===== src/rtl/spike_event_packer.sv =====
// Timestamps LIF output spikes, attaches the inter-spike interval and queues the
// events in a small first-word-fall-through FIFO; also reports a windowed spike rate.
`timescale 1ns/1ps
module spike_event_packer #(
   parameter int TS_WIDTH   = 8,
   parameter int FIFO_DEPTH = 4,
   parameter int WINDOW     = 64
) (
   input  logic                            clk,
   input  logic                            rst,
   input  logic                            en,
   input  logic                            spike,
   output logic [8+TS_WIDTH-1:0]           ev_data,
   output logic                            ev_valid,
   input  logic                            ev_ready,
   output logic [7:0]                      rate,
   output logic                            rate_valid,
   output logic                            overflow,
   output logic [$clog2(FIFO_DEPTH):0]     fifo_count
);

   localparam int DATA_W = 8 + TS_WIDTH;
   localparam int PTR_W  = $clog2(FIFO_DEPTH);
   localparam int CNT_W  = PTR_W + 1;
   localparam int WIN_W  = $clog2(WINDOW);
   localparam logic [CNT_W-1:0] FULL_CNT = CNT_W'(FIFO_DEPTH);
   localparam logic [WIN_W-1:0] WIN_LAST = WIN_W'(WINDOW - 1);

   logic [TS_WIDTH-1:0] ts;
   logic [7:0]          isi_cnt;
   logic [WIN_W-1:0]    win_cnt;
   logic [7:0]          spk_cnt;

   logic [DATA_W-1:0]   mem [FIFO_DEPTH];
   logic [PTR_W-1:0]    wr_ptr;
   logic [PTR_W-1:0]    rd_ptr;
   logic [DATA_W-1:0]   last_pop;

   logic                push;
   logic                pop;
   logic                full;
   logic                wr_en;
   logic [7:0]          isi_sat;
   logic [7:0]          spk_sum;

   assign push     = en & spike;
   assign ev_valid = (fifo_count != '0);
   assign pop      = ev_valid & ev_ready;
   assign full     = (fifo_count == FULL_CNT);
   // A pop in the same cycle frees the slot, so a full FIFO still accepts the push.
   assign wr_en    = push & (~full | pop);
   assign ev_data  = ev_valid ? mem[rd_ptr] : last_pop;

   assign isi_sat  = (isi_cnt == 8'hFF) ? 8'hFF : isi_cnt + 8'd1;
   assign spk_sum  = (spike && spk_cnt != 8'hFF) ? spk_cnt + 8'd1 : spk_cnt;

   always_ff @(posedge clk or posedge rst) begin
      if (rst) begin
         ts         <= '0;
         isi_cnt    <= 8'hFF;
         win_cnt    <= '0;
         spk_cnt    <= '0;
         rate       <= '0;
         rate_valid <= 1'b0;
      end else begin
         rate_valid <= 1'b0;
         if (en) begin
            ts      <= ts + TS_WIDTH'(1);
            isi_cnt <= spike ? 8'd1 : isi_sat;
            if (win_cnt == WIN_LAST) begin
               rate       <= spk_sum;
               rate_valid <= 1'b1;
               spk_cnt    <= '0;
               win_cnt    <= '0;
            end else begin
               spk_cnt    <= spk_sum;
               win_cnt    <= win_cnt + WIN_W'(1);
            end
         end
      end
   end

   always_ff @(posedge clk) begin
      if (wr_en) mem[wr_ptr] <= {isi_cnt, ts};
   end

   always_ff @(posedge clk or posedge rst) begin
      if (rst) begin
         wr_ptr     <= '0;
         rd_ptr     <= '0;
         fifo_count <= '0;
         overflow   <= 1'b0;
         last_pop   <= '0;
      end else begin
         if (wr_en) wr_ptr <= wr_ptr + PTR_W'(1);
         if (pop) begin
            rd_ptr   <= rd_ptr + PTR_W'(1);
            last_pop <= mem[rd_ptr];
         end
         case ({wr_en, pop})
            2'b10:   fifo_count <= fifo_count + CNT_W'(1);
            2'b01:   fifo_count <= fifo_count - CNT_W'(1);
            default: fifo_count <= fifo_count;
         endcase
         if (push && full && !pop) overflow <= 1'b1;
      end
   end

endmodule


===== config.mk =====
export PLATFORM = sky130hd
export DESIGN_NAME = spike_event_packer
export DESIGN_NICKNAME = d
export VERILOG_FILES = /design/src/rtl/spike_event_packer.sv
export SDC_FILE = /design/constraint.sdc
export NUM_CORES = 1
export LEC_CHECK = 0
export CAP_MARGIN = 10
export CORE_MARGIN = 2
export CORE_UTILIZATION = 29
export DETAILED_ROUTE_END_ITERATION = 10
export HOLD_SLACK_MARGIN = 0.06
export PLACE_DENSITY = 0.44
export SYNTH_ARGS = -nofsm -noshare
export SYNTH_HDL_FRONTEND = slang
export SYNTH_SLANG_ARGS = --single-unit

===== constraint.sdc =====
create_clock -name clk -period 4.9 [get_ports clk]
set_input_delay 0.98 -clock clk [delete_from_list [all_inputs] [get_ports clk]]
set_output_delay 0.98 -clock clk [all_outputs]
set_load 0.05 [all_outputs]

# Yosys cells after proc, flatten, opt, wreduce, memory -nomap -nowiden
# Memories as Yosys holds them, arrays and structs flattened.
# Index checks and enable logic that the tools add are counted.
[totals]
ram_bits = 64
regBits = 63
out_inout_bits = 30
elab_cells = 49
memories = 1
inputBits = 5
[op_classes]
eq_ne = 6
reduce_logical = 7
add_sub_neg = 8
mux = 11
bitwise = 5
[mem_list]
columns = ["memory", "words", "width", "read_ports", "rd_ports_with_merged_regs", "wr", "line", "source"]
rows = [
  ["mem", 4, 16, 1, 0, 1, "34", "logic [DATA_W-1:0] mem [FIFO_DEPTH];"],
]
[ops]
columns = ["operator", "count"]
rows = [
  ["8-bit two-way mux", 4],
  ["8-bit by 1-bit adder with 8-bit output, second input constant", 3],
  ["16-bit two-way mux", 1],
  ["8-bit equality test, second input constant", 1],
  ["8-bit != test, second input constant", 1],
  ["6-bit by 1-bit adder with 6-bit output, second input constant", 1],
  ["6-bit equality test, second input constant", 1],
  ["6-bit two-way mux", 1],
  ["3-bit case mux with 2 select lines", 1],
  ["2-bit by 1-bit adder with 2-bit output, second input constant", 2],
  ["1-bit two-way mux", 4],
  ["3-bit by 1-bit adder with 3-bit output, second input constant", 1],
  ["1-bit AND", 3],
  ["3-bit equality test, second input constant", 1],
  ["1-bit logical AND", 3],
  ["3-bit nonzero test", 1],
  ["3-bit by 1-bit subtractor with 3-bit output, second input constant", 1],
  ["2-bit by 1-bit equality test with 1-bit output, second input constant", 1],
  ["2-bit equality test, second input constant", 1],
  ["2-bit AND reduction", 1],
  ["2-bit nonzero test", 1],
  ["1-bit logical NOT", 1],
  ["1-bit NOT", 1],
  ["1-bit OR", 1],
]

# Depth between registers and ports, before layout
[depth]
word_depth = 6
ltp_mapped = 8
depth_no_buf = 7

# Worst setup path after synthesis
# OpenSTA, ideal clock, no wires.
[synth_timing]
kind = "register -> output"
startpoint = "reg fifo_count[2]"
endpoint = "out ev_data[10]"
n_path_buf = 1
arrival_ns = 1.784
slack_ns = 2.136
path_stages_with_launch = 4
path_cell_list = "dfrtp_1 > nor3_2 > buf_4 > mux2_2"
[synth_between]
elab_chain_len = 2
[synth_lines]
columns = ["item", "line", "source"]
rows = [
  ["start: declaration", "19", "output logic [$clog2(FIFO_DEPTH):0] fifo_count"],
  ["start signal: assignment", "101", "2'b10: fifo_count <= fifo_count + CNT_W'(1);"],
  ["start signal: assignment", "102", "2'b01: fifo_count <= fifo_count - CNT_W'(1);"],
  ["start signal: assignment", "103", "default: fifo_count <= fifo_count;"],
  ["3-bit nonzero test", "47", "assign ev_valid = (fifo_count != '0);"],
  ["16-bit two-way mux", "52", "assign ev_data = ev_valid ? mem[rd_ptr] : last_pop;"],
  ["end: declaration", "13", "output logic [8+TS_WIDTH-1:0] ev_data,"],
]
# No other way between the ends.

# Final worst setup path
[layout_timing]
startpoint = "reg fifo_count[2]"
endpoint = "out ev_data[0]"
# Same word-level chain as after synthesis.

==> results.toml <==
[synth]
synth_flop_cell = "edfxtp_1"
yosys_warnings = 0
synthTopCellsByArea = "edfxtp_1 (35%), dfrtp_1 (25%), mux2_2 (7.3%)"
synth_area_leader_cell = "edfxtp_1"
netlist_top_cells_count = "edfxtp_1 (64), dfrtp_1 (55), mux2_2 (36)"
netlist_area_um2 = 5520
syn_inst = 367
synth.distinct_cells = 48
synth_edf_count = 64
yosysMostFrequentCell = "edfxtp_1"
avgSynthCellArea_um2 = 15.0
syn_nets = 381
ys_ff_latch = 127
synth_async_sr_flop_share_pct = 49.6
yosysTopAreaCellShare_pct = 34.8
ys_seq_area_share_pct = 63.6

[placement]
preCtsSetupSlack_ns = 1.39
place_area_um2 = 6130
numPortBuffers = 34
place_hpwl_um = 6990
routabilityCongestion = 0.793

[job]
max_cap_viol_count = 0

[setup_path]
path_cells = "nor3_2 -> buf_4 -> mux2_2 -> clkdlybuf4s50_1"
cp.arrival_ns = 2.89
crit_slowest_cell = "clkdlybuf4s50_1"
reg2reg_slack_ns = 2.72
critPathLaunchType = "register"
crit_type = "reg -> out"
crit_path_end_kind = "output pin"
cp.required_ns = 3.92
worst-path-max-fanout = 10
critical_path.max_stage_delay_ns = 0.70

[route]
viasPerCell = 4.75
drt-total-wl_um = 10800
route.detailed.drc = 0
drt_iter0_markers = 137
post_drt_wl_per_cell_um = 16.3
vias = 3143
ant_nets = 0
dr.pass1.iters = 4

[layout]
n_antenna_cell = 0
final_cell_area_um2 = 6700
layout.nets = 428
drive_gt1_share_pct = 23.9
area_growth_pct = 21.4

[floorplan]
ioPinCount = 35
die_y_um = 142
row_count = 50
dieArea_um2 = 20100
core_um2 = 18700
start_util_pct = 29.5
die_x_um = 142

[clock_tree]
clk_path_buf_depth = 2
cts_buffers = 17
clk_latency_ns = 0.41
h-tree-depth = 4
post_cts_buffers = 0
cts_hold_buf = 0
clk_pin_slew_worst_paths_ns = 0.06
cts.sinks = 127
cts_resized = 0
root_buffer = "clkbuf_16"
cts_tree = "done"

[power_and_ir_drop]
power_density_nw_per_um2 = 663
power.leakage_nw = 2.47
vdd.ir_drop.worst_v = 0.000263

[timing]
finalHoldViolations = 0
fin_ws_ns = 1.03
tns_ns = 0
worst-slew-pin-transition_ns = 0.915
slew_headroom_pct = 39.0
fmax_ghz = 0.259
setup_viol_count_final = 0
fin_crit_sh_pct = 78.9
rsz0062_at_grt = "no"
finClkSkew_ns = 0.00989
period_needed_ns = 3.87
drv_slew = 0

[run_status]
status = "completed"

[grt]
antenna_found_initial = 0
grt_overflow = 0
grt_pass1_wl_um = 18100
grt_pass1_vias = 3283
grt_max_degree = 34
grt_util_all_layers_pct = 11.9

[min_path]
min_path_type = "reg -> reg"
==> power by group <==
part,internal (mW),total (mW),switching [mW]
combinational,0.676,1.57,0.890
clock,0.709,1.19,0.481
sequential,1.43,1.69,0.261
total,2.81,4.44,1.63
==> cell families (layout without fill, tap and decap cells) <==
| group | Yosys count | in the layout | share of synthesized area, % |
|---|---|---|---|
| fa+ha+maj | 9 | 9 | 2.18 |
| flops | 127 | 127 | 63.6 |
| buf+inv | 28 | 88 | 2.65 |
| mux | 55 | 55 | 15.0 |
| xor+xnor | 19 | 19 | 3.02 |
| compound gates | 54 | 54 | 6.60 |
| simple gates | 75 | 75 | 7.01 |
==> state kept, by name, summed over array words and instances (netlist names) <==
name,count
rate_valid,1
last_pop,16
mem,64
isi_cnt,8
ts,8
rd_ptr,2
win_cnt,6
spk_cnt,8
overflow,1
wr_ptr,2
fifo_count,3
rate,8
==> worst paths after layout <==
path / from / end / cells past startpoint
worst max-delay path: fifo_count[2] / ev_data[0] / 4
worst min-delay path: overflow / overflow / 1
worst max register to register: fifo_count[1] / mem[0][2] / 3
worst min register to register: overflow / overflow / 1
max in group asynchronous: rst / isi_cnt[1] / 3
min in group asynchronous: rst / win_cnt[1] / 2
==> stage by stage <==
| step | power, mW | hold WS (ns) | util [%] | instances |
|---|---|---|---|---|
| 5_1_grt | 4.70 | 0.491 | 35.8 | 661 |
| 3_3_place_gp | 3.27 | 0.464 | 32.8 | 629 |
| 6_report | 4.44 | 0.461 | 35.8 | 661 |
| 3_5_place_dp | 3.30 | 0.457 | 32.8 | 629 |
| 2_1_floorplan | 2.84 | 0.444 | - | 367 |
| 4_1_cts | 4.52 | 0.471 | 35.8 | 661 |
==> metal layers <==
| metal | routed length [um] | vias up | track usage [%] |
|---|---|---|---|
| met5 | 0 | - | 0 |
| met4 | 120 | 0 | 4.68 |
| met3 | 350 | 6 | 3.53 |
| met2 | 5050 | 58 | 18.0 |
| met1 | 5280 | 1590 | 16.1 |
| li1 | - | 1489 | - |
==> worst max-delay path: cells and delay by family (launching register included) <==
kind | cells | cell delay, ns
flops | 1 | 0.46
buf+inv | 2 | 1.02
simple gates | 1 | 0.62
mux | 1 | 0.37
==> cell usage in the layout (no fill, tap or decap), types with 10 or more instances in the layout <==
master,Yosys,final
inv_1,13,12
edfxtp_1,64,64
nor2_1,19,19
dfrtp_1,55,55
xnor2_1,13,13
o21ai_0,14,14
nand2_1,19,19
a21oi_1,12,12
nand4_1,10,10
clkbuf_16,0,17
clkdlybuf4s50_1,0,34
mux2_2,36,36
==> layout make-up <==
cell class | count | area, um2
fillers | 1763 | 12000
flip-flops and latches | 127 | 3510
multi-input cells | 212 | 1880
clock buffers | 19 | 433
repair buffers | 43 | 408
well taps | 234 | 293
clock inverters | 13 | 130
inverters | 13 | 48.8
Power figures use the tool's default switching activity.
